### config.mk
export PLATFORM = sky130hd
export DESIGN_NAME = mem_port_arbiter
export DESIGN_NICKNAME = d
export VERILOG_FILES = /design/src/rtl/mem_port_arbiter.sv
export SDC_FILE = /design/constraint.sdc
export NUM_CORES = 1
export LEC_CHECK = 0
export CAP_MARGIN = 20
export CELL_PAD_IN_SITES_DETAIL_PLACEMENT = 1
export CELL_PAD_IN_SITES_GLOBAL_PLACEMENT = 2
export CORE_ASPECT_RATIO = 1.25
export CORE_MARGIN = 5
export CORE_UTILIZATION = 19
export CTS_BUF_LIST = sky130_fd_sc_hd__clkbuf_8
export DETAILED_ROUTE_END_ITERATION = 10
export GPL_TIMING_DRIVEN = 1
export HOLD_SLACK_MARGIN = 0.1
export PLACE_DENSITY = 0.8
export SLEW_MARGIN = 20
export SYNTH_ARGS = -nofsm -noshare
export SYNTH_HDL_FRONTEND = slang
export SYNTH_SLANG_ARGS = --single-unit
### constraint.sdc
create_clock -name clk -period 1.5 [get_ports clk]
set_clock_uncertainty 0.15 [all_clocks]
set_input_delay 0.15 -clock clk [delete_from_list [all_inputs] [get_ports clk]]
set_output_delay 0.15 -clock clk [all_outputs]
set_load 0.005 [all_outputs]
### src/rtl/mem_port_arbiter.sv
// Arbitrates one single-ported memory between the IF-stage fetch and the MEM-stage load/store.
// One access in flight at a time; data wins unless a pending fetch has been passed over STARVE_MAX times.
module mem_port_arbiter #(
  parameter int ADDR_W     = 32,
  parameter int DATA_W     = 32,
  parameter int MEM_LAT    = 2,
  parameter int STARVE_MAX = 4
) (
  input  logic              clk,
  input  logic              reset,
  input  logic              if_req,
  input  logic [ADDR_W-1:0] if_addr,
  output logic [DATA_W-1:0] if_rdata,
  output logic              if_valid,
  input  logic              dm_req,
  input  logic              dm_we,
  input  logic [ADDR_W-1:0] dm_addr,
  input  logic [DATA_W-1:0] dm_wdata,
  output logic [DATA_W-1:0] dm_rdata,
  output logic              dm_valid,
  output logic              mem_en,
  output logic              mem_we,
  output logic [ADDR_W-1:0] mem_addr,
  output logic [DATA_W-1:0] mem_wdata,
  input  logic [DATA_W-1:0] mem_rdata,
  output logic              stall_if,
  output logic              stall_mem,
  output logic              busy,
  output logic [1:0]        dbg_state
);

  localparam int SW = $clog2(STARVE_MAX + 1);

  typedef enum logic [1:0] {
    S_IDLE = 2'd0,
    S_WAIT = 2'd1,
    S_RESP = 2'd2
  } state_t;

  state_t            r_state, w_next;
  logic              r_own_dm;
  logic              r_we;
  logic [3:0]        r_cnt;
  logic [SW-1:0]     r_starve;
  logic [DATA_W-1:0] r_if_rdata, r_dm_rdata;
  logic              w_starved, w_grant_dm, w_grant_if, w_issue, w_sat;

  // Handshake: a requester raises *_req with stable payload and holds it until
  // its *_valid pulse; the valid pulse is the only completion indication.
  assign w_sat      = (r_starve == SW'(STARVE_MAX));
  assign w_starved  = if_req && w_sat;
  assign w_grant_dm = dm_req && !w_starved;
  assign w_grant_if = if_req && !w_grant_dm;
  assign w_issue    = reset && (r_state == S_IDLE) && (w_grant_dm || w_grant_if);

  always_comb begin
    w_next    = r_state;
    mem_en    = 1'b0;
    mem_we    = 1'b0;
    mem_addr  = '0;
    mem_wdata = '0;
    if_valid  = 1'b0;
    dm_valid  = 1'b0;
    case (r_state)
      S_IDLE: begin
        if (w_issue) begin
          mem_en = 1'b1;
          if (w_grant_dm) begin
            mem_we    = dm_we;
            mem_addr  = dm_addr;
            mem_wdata = dm_wdata;
          end else begin
            mem_addr = if_addr;
          end
          w_next = (MEM_LAT == 1) ? S_RESP : S_WAIT;
        end
      end
      S_WAIT: begin
        // The counter value 1 here means read data lands next cycle.
        if (r_cnt <= 4'd1) w_next = S_RESP;
      end
      S_RESP: begin
        if_valid = !r_own_dm;
        dm_valid = r_own_dm;
        w_next   = S_IDLE;
      end
      default: w_next = S_IDLE;
    endcase
  end

  always_ff @(posedge clk or negedge reset) begin
    if (!reset) begin
      r_state    <= S_IDLE;
      r_own_dm   <= 1'b0;
      r_we       <= 1'b0;
      r_cnt      <= '0;
      r_starve   <= '0;
      r_if_rdata <= '0;
      r_dm_rdata <= '0;
    end else begin
      r_state <= w_next;
      if (w_issue) begin
        r_own_dm <= w_grant_dm;
        r_we     <= w_grant_dm && dm_we;
        r_cnt    <= 4'(MEM_LAT - 1);
        if (w_grant_dm && if_req) r_starve <= w_sat ? r_starve : r_starve + SW'(1);
        else                      r_starve <= '0;
      end else if (r_state == S_WAIT) begin
        r_cnt <= r_cnt - 4'd1;
      end
      if (r_state == S_RESP) begin
        if (!r_own_dm)  r_if_rdata <= mem_rdata;
        else if (!r_we) r_dm_rdata <= mem_rdata;
      end
    end
  end

  // Read data is forwarded in the response cycle so the pipeline can use it immediately.
  assign if_rdata  = (r_state == S_RESP && !r_own_dm)         ? mem_rdata : r_if_rdata;
  assign dm_rdata  = (r_state == S_RESP && r_own_dm && !r_we) ? mem_rdata : r_dm_rdata;
  assign stall_if  = if_req && !if_valid;
  assign stall_mem = dm_req && !dm_valid;
  assign busy      = (r_state != S_IDLE);
  assign dbg_state = r_state;

endmodule

### Word-level counts from Yosys, hierarchy flattened

Cells that the tools add are included.

* bits in registers: 75
* bits in latches: 0
* memory bits (writable): 0
* memory bits (read-only): 0
* input port bits: 133
* output and inout bits: 137
* logic and storage cells: 66
* memories: 0

* add/sub/neg operators: 2
* $mul: 0
* divide/modulo/power cells: 0
* magnitude comparators: 1
* equal/unequal tests: 6
* shifts and indexed selects: 0
* muxes and demuxes: 22
* bitwise gates (word level): 2
* reductions and logical operators: 26

Operators with widths (number)
* 2-to-1 mux 32 bit: 8
* logical AND 1 bit: 12
* 2-to-1 mux 4 bit: 2
* 2-to-1 mux 1 bit: 7
* zero test 1 bit: 6
* 2-to-1 mux 3 bit: 2
* != test 2 bit (second input constant): 3
* AND reduction 2 bit: 3
* less-or-equal comparator 4 x 1 -> 1 bit (second input constant): 1
* 2-to-1 mux 2 bit: 2
* one-hot mux 2 bit (2 select lines): 1
* nonzero test 2 bit: 2
* subtractor 4 x 1 -> 4 bit (second input constant): 1
* adder 3 x 1 -> 3 bit (second input constant): 1
* == test 3 bit (second input constant): 1
* AND reduction 3 bit: 1
* == test 2 x 1 -> 1 bit (second input constant): 1
* == test 2 bit (second input constant): 1
* zero test 2 bit: 1
* inverter 1 bit: 2
* logical OR 1 bit: 1

### Logic depth before layout (Yosys ltp)

Gate-level depths: netlist of run 1.

* word-level depth: 10
* depth in mapped cells: 6
* gate-level depth less buffers: 5

### Worst setup path after synthesis of run 1

OpenSTA, ideal clock, no wires.

* kind: reg-to-output
* start: reg r_state[1] (netlist: dbg_state[1])
* end: out if_rdata[23]
* arrival time: 1.421 ns
* data required time: 1.200 ns
* slack: -0.221 ns
* stages on the path, launching flop included: 4
* path buffers: 1
* cells stage by stage: dfrtp_1 > nor3b_4 > buf_6 > mux2_2

* longest elaborated chain between the ends: 3

Ends and longest elaborated chain
* start, declared: line 40 `state_t r_state, w_next;`
* start signal, assigned: line 101 `r_state <= w_next;`
* == test 2 bit: line 119 `assign if_rdata = (r_state == S_RESP && !r_own_dm) ? mem_rdata : r_if_rdata;`
* logical AND 1 bit: line 119
* 2-to-1 mux 32 bit: line 119
* end, declared: line 13 `output logic [DATA_W-1:0] if_rdata,`

Every way passes these cells.

### Worst setup path after layout of run 1

* start: reg r_state[0] (netlist: dbg_state[0])
* end: out if_rdata[8]

The elaborated chain is that of the path after synthesis.

==> results of run 1 <==
-- flip-flops by register name, indices dropped and copies added (netlist names) --
name	flops
r_cnt	4
dbg_state	2
r_if_rdata	32
r_own_dm	1
r_we	1
r_dm_rdata	32
r_starve	3
-- layer usage --
layer,track usage (%),vias up,wire [microns]
li1,-,2203,-
met3,3.28,42,1210
met4,5.78,0,640
met1,18.5,2410,8450
met2,31.9,181,12200
met5,0,-,0
-- worst paths after layout --
path / cells past startpoint / to / slack (ns)
worst max-delay path: 7 / if_rdata[8] / -0.77
worst min-delay path: 2 / r_dm_rdata[9]$_DFFE_PN0P_ / 0.33
worst max register to register: 7 / r_if_rdata[26]$_DFFE_PN0P_ / -0.46
worst min register to register: 1 / dbg_state[1]$_DFFE_PN0P_ / 0.35
max in group asynchronous: 4 / dbg_state[1]$_DFFE_PN0P_ / 0.27
min in group asynchronous: 4 / r_dm_rdata[30]$_DFFE_PN0P_ / 0.43
-- synth_stat cells, types with 4 or more instances --
cell	instances	area (sq um)
a21oi_1	33	165
nand2_1	5	18.8
dfrtp_1	75	1880
and3_1	34	213
nor2_1	5	18.8
buf_6	9	101
mux2_1	13	146
buf_2	5	25.0
ha_1	4	50.1
mux2_2	83	935
clkbuf_1	18	67.6
o21ai_0	36	180
o22ai_1	4	25.0
inv_1	8	30.0
nand3_1	34	170
-- per-stage QoR --
| stage | utilization, % | hold slack, ns | std cells |
|---|---|---|---|
| 3_5_place_dp | 35.8 | 0.329 | 960 |
| 4_1_cts | 42.3 | 0.0241 | 1068 |
| 3_3_place_gp | 35.8 | 0.302 | 960 |
| 6_report | 44.7 | 0.328 | 1076 |
| 2_1_floorplan | - | -0.296 | 386 |
| 5_1_grt | 44.7 | 0.325 | 1076 |
-- kinds of logic (layout without fill, tap and decap cells) --
logic type      count (synthesis)  in the layout  synth area share, %
buf+inv                        40            445                 5.32
simple gates                   94             96                 13.7
fa+ha+maj                       4              4                 1.19
compound gates                 76             76                 9.39
flops                          75             75                 44.6
xor+xnor                        1              1                0.208
mux                            96             96                 25.7
-- power by group through the flow --
| stage | Clock, mW | Sequential (mW) | Combinational (mW) |
|---|---|---|---|
| 2_1_floorplan | 0 | 3.43 | 3.49 |
| 3_3_place_gp | 0 | 3.52 | 7.38 |
| 3_5_place_dp | 0 | 3.59 | 7.60 |
| 4_1_cts | 1.73 | 3.59 | 9.98 |
| 5_1_grt | 1.84 | 3.76 | 11.5 |
| 6_report | 1.69 | 3.66 | 10.8 |
-- worst max-delay path, stage by stage (launching register included) --
cell and delay, ns:
dfrtp_2 0.43, buf_12 0.13, nor3b_4 0.20, buf_6 0.17, buf_12 0.14, buf_12 0.11
mux2_4 0.30, buf_6 0.12
-- area by class of cell --
| type | count | share of cell area (%) |
|---|---|---|
| well taps | 283 | 3.59 |
| repair buffers | 421 | 45.2 |
| clock buffers | 9 | 1.26 |
| inverters | 8 | 0.355 |
| flip-flops and latches | 75 | 19.1 |
| multi-input cells | 273 | 29.7 |
| clock inverters | 7 | 0.838 |
-- repair_timing --
item / in CTS / in global routing
endpoints found under the setup margin: 211 / 212
setup buffers: 81 / 41
pin swaps: 11 / 35
gates resized for setup: 720 / 172
gates cloned: 14 / 3
hold endpoints to repair: 75 / 75
==> results.py, run 1 <==
metrics = {
    "status": {
        "outcome": "complete, but fails checks",
        "violations": "negative setup slack",
    },
    "floorplanning": {
        "dieHeight_microns": 176,
        "initial_core_util_pct": 19.1,
        "dieWidth_microns": 143,
        "pin_count": 270,
        "core_sq_mm": 0.0221,
        "die_area_sq_mm": 0.0253,
        "row_count": 61,
    },
    "drt": {
        "viasPerCell": 4.49,
        "first_iter_violations": 194,
        "dr.pass1.iters": 4,
        "num_vias": 4836,
        "drc_errors": 0,
        "totalWireLength_microns": 22500,
        "ant_nets": 0,
        "wl_per_cell_microns": 20.9,
    },
    "power_and_ir_drop": {
        "internal_power_mw": 10.9,
        "p_leak_nw": 4.44,
        "ir_drop_mv": 0.843,
        "p_switching_mw": 5.33,
        "switching_share_pct": 32.9,
        "power_mw": 16.2,
        "seq_power_share_pct": 22.6,
        "clockPowerShare_pct": 10.4,
        "pwr_density_cell_mw_per_mm2": 1640,
        "p_comb_share_pct": 67.0,
    },
    "timing": {
        "drv_slew": 0,
        "tns_ns": -105.59,
        "tightest_slew_ns": 0.709,
        "final.period_utilization_pct": 152,
        "rsz0062_at_grt": "true",
        "final.setup.worst_slack_ns": -0.773,
        "hold_viol_final": 0,
        "slew_headroom_pct": 52.8,
        "period_needed_ns": 2.27,
        "setup_viol": 209,
        "max_freq_mhz": 440,
    },
    "placement": {
        "dp_slack_ns": -0.817,
        "gp_congestion": 0.801,
        "hpwl_microns": 13800,
        "io_buffers": 269,
        "placed_cell_area_sq_mm": 0.00789,
    },
    "worst_setup_path": {
        "critPathRequiredTime_ns": 1.20,
        "critPathKind": "flip-flop to output port",
        "rr_startpoint": "dbg_state[0]$_DFFE_PN0P_",
        "start_kind": "flip-flop",
        "critPathArrivalTime_ns": 1.97,
        "startpoint": "dbg_state[0]$_DFFE_PN0P_",
        "cp_max_fo": 4,
        "end_kind": "output port",
    },
    "logic_synthesis": {
        "synthCells": 386,
        "async_reset_ff_share_pct": 100,
        "ys_seq_area_share_pct": 44.6,
        "synth_area_per_cell_sq_um": 10.9,
        "synth_cell_type_count": 33,
        "synth-edff-count": 0,
        "synth_fp_nets": 523,
        "synthFlopType": "dfrtp_1",
        "yosysWarnings": 0,
        "ys_ff_latch": 75,
        "syn-cell-area_sq_mm": 0.00421,
    },
    "clock_tree": {
        "htreeDepth": 3,
        "clk_latency_ns": 0.35,
        "cts_root_buffer": "clkbuf_8",
        "cts_made_buffers": 9,
        "clkTransAtPathRegs_ns": 0.09,
        "cts_tree": "built",
        "cts_buffer_depth": 2,
        "cts.sinks": 75,
    },
    "worst_hold_path": {
        "min_from": "mem_rdata[9]",
        "hp-class": "primary input to flip-flop",
    },
    "cells_and_area": {
        "nFillCells": 2312,
        "mostFrequentLayoutCell": "buf_6",
        "register_area_sq_mm": 0.00188,
        "fin_nets": 925,
        "diodes": 0,
        "area_growth_syn_to_layout_pct": 134,
        "drive_gt1_share_pct": 61.5,
        "multi_input_area_sq_mm": 0.00293,
        "final_area_sq_mm": 0.00986,
        "layout_common_cells": "buf_6, clkdlybuf4s50_1, mux2_4",
    },
    "grt": {
        "grt_pass1_vias": 5659,
        "grt.total_usage_pct": 16.9,
        "antenna_found_initial": 0,
        "overflow": 0,
        "grt_max_degree": 76,
        "grt_pass1_wl_microns": 33300,
    },
    "flow_run": {
        "drv_cap": 0,
    },
}
Note: power is estimated with default switching activity, not from simulation.
==> run 2: changes to the inputs <==
CAP_MARGIN = not set   (was 20)
==> results of run 2 <==
Same layout as run 1: the final DEF is identical, and so are final timing and power.
==> run 3: changes to the inputs <==
SLEW_MARGIN = not set   (was 20)
==> results.py, run 3 (same netlist as run 1, synthesis figures left out) <==
metrics = {
    "timing": {
        "tightest_slew_ns": 0.985,
        "period_needed_ns": 2.27,
        "holdWs_ns": -0.000917,
        "slew_headroom_pct": 34.3,
        "hold_viol_final": 3,
        "drv_slew": 0,
        "final.setup.worst_slack_ns": -0.770,
        "final.period_utilization_pct": 151,
        "max_freq_mhz": 441,
        "setup_viol": 209,
        "rsz0062_at_grt": "true",
    },
    "placement": {
        "dp_slack_ns": -0.817,
        "hpwl_microns": 13800,
        "gp_congestion": 0.801,
        "io_buffers": 269,
        "placedCellCount": 960,
    },
    "power_and_ir_drop": {
        "ir_drop_mv": 0.843,
        "pwr_density_cell_mw_per_mm2": 1650,
        "p_leak_nw": 4.43,
    },
    "flow_run": {
        "drv_cap": 0,
    },
    "clock_tree": {
        "clk_latency_ns": 0.35,
        "cts.sinks": 75,
        "cts_buffer_depth": 2,
        "cts_made_buffers": 9,
        "htreeDepth": 3,
        "cts_root_buffer": "clkbuf_8",
        "cts_tree": "built",
        "clkTransAtPathRegs_ns": 0.10,
    },
    "floorplanning": {
        "pin_count": 270,
        "dieHeight_microns": 176,
        "dieWidth_microns": 143,
        "core_sq_mm": 0.0221,
        "die_area_sq_mm": 0.0253,
        "row_count": 61,
        "initial_core_util_pct": 19.1,
    },
    "drt": {
        "viasPerCell": 4.50,
        "drc_errors": 0,
        "wl_per_cell_microns": 21.0,
        "first_iter_violations": 182,
        "num_vias": 4841,
        "dr.pass1.iters": 4,
        "ant_nets": 0,
        "totalWireLength_microns": 22500,
    },
    "grt": {
        "met3_usage_pct": 3.28,
        "use_met2_pct": 31.9,
        "grt_max_degree": 76,
        "grtUsageMet1_pct": 18.5,
        "grt_pass1_wl_microns": 33300,
        "grt.total_usage_pct": 16.9,
        "overflow": 0,
        "antenna_found_initial": 0,
        "grt_pass1_vias": 5659,
        "top_usage_layer": "met2",
    },
    "worst_setup_path": {
        "critPathArrivalTime_ns": 1.97,
        "reg2reg_depth": 7,
        "critPathKind": "flip-flop to output port",
        "cp_max_fo": 4,
        "critPathRequiredTime_ns": 1.20,
        "start_kind": "flip-flop",
        "end_kind": "output port",
    },
    "status": {
        "outcome": "complete, but fails checks",
        "violations": "negative hold slack, negative setup slack",
    },
    "cells_and_area": {
        "layout_common_cells": "buf_6, clkdlybuf4s50_1, mux2_4",
        "drive_gt1_share_pct": 61.6,
        "reg_top3": "r_dm_rdata: 32 flops, r_if_rdata: 32 flops, r_cnt: 4 flops",
        "diodes": 0,
        "mostFrequentLayoutCell": "buf_6",
        "nFillCells": 2317,
        "fin_nets": 924,
        "layout.cells.non_filler": 1075,
        "area_growth_syn_to_layout_pct": 134,
    },
    "worst_hold_path": {
        "hp-class": "primary input to asynchronous set/reset pin",
    },
}
-- run 3: metrics by stage --
step | power, mW | instance area [sq um] | hold slack [ns] | utilization [%] | TNS (ns)
final | 16.2 | 9840 | -0.000917 | 44.6 | -105.32
after CTS | 15.3 | 9330 | 0.0241 | 42.3 | -118.65
after global routing | 17.1 | 9840 | 0.0863 | 44.6 | -118.29
after floorplan | 6.91 | 4590 | -0.296 | - | -15.76
after detailed placement | 11.2 | 7890 | 0.329 | 35.8 | -103.25
after global placement | 10.9 | 7890 | 0.302 | 35.8 | -98.41
-- run 3: path summary, 6_finish.rpt --
path | start | to | slack (ns)
worst min register to register | r_cnt[3]$_DFFE_PN0P_ | dbg_state[1]$_DFFE_PN0P_ | 0.35
worst min-delay path | reset | r_dm_rdata[29]$_DFFE_PN0P_ | -0.0009
worst max register to register | dbg_state[0]$_DFFE_PN0P_ | r_if_rdata[26]$_DFFE_PN0P_ | -0.46
max in group asynchronous | reset | dbg_state[1]$_DFFE_PN0P_ | 0.53
min in group clk | reset | r_own_dm$_DFFE_PN0P_ | 0.24
worst max-delay path | dbg_state[0]$_DFFE_PN0P_ | if_rdata[8] | -0.77
-- run 3: timing repair --
item                                    in CTS  in global routing
endpoints found under the setup margin     211                212
endpoints found under the hold margin       75                 29
resized for setup                          720                172
cloned                                      14                  3
buffers inserted                            81                 41
pin swaps                                   11                 35
-- run 3: worst max-delay path, cell delays in order (launching register included) --
cell     delay [ns]
dfrtp_2        0.43
buf_12         0.13
nor3b_4        0.20
buf_6          0.16
buf_12         0.14
buf_12         0.11
mux2_4         0.30
buf_6          0.12
-- run 3: layout make-up --
| class | count | area, sq um | area share (%) |
|---|---|---|---|
| Timing Repair Buffer | 420 | 4440 | 45.1 |
| Tap cell | 283 | 354 | 3.60 |
| Inverter | 8 | 35.0 | 0.356 |
| Clock inverter | 7 | 82.6 | 0.839 |
| Multi-Input combinational cell | 273 | 2930 | 29.7 |
| Clock buffer | 9 | 124 | 1.26 |
| Sequential cell | 75 | 1880 | 19.1 |
-- run 3: per-layer routing --
metal,up-vias,wire length (microns)
li1,2199,-
met1,2415,8470
met2,183,12200
met3,44,1230
met4,0,681
met5,-,0
-- run 3: power breakdown --
| group | switching, mW | internal [mW] | leakage (nW) |
|---|---|---|---|
| combinational | 3.81 | 7.04 | 3.41 |
| sequential | 0.629 | 3.03 | 0.922 |
| clock | 0.895 | 0.798 | 0.0988 |
| total | 5.34 | 10.9 | 4.43 |
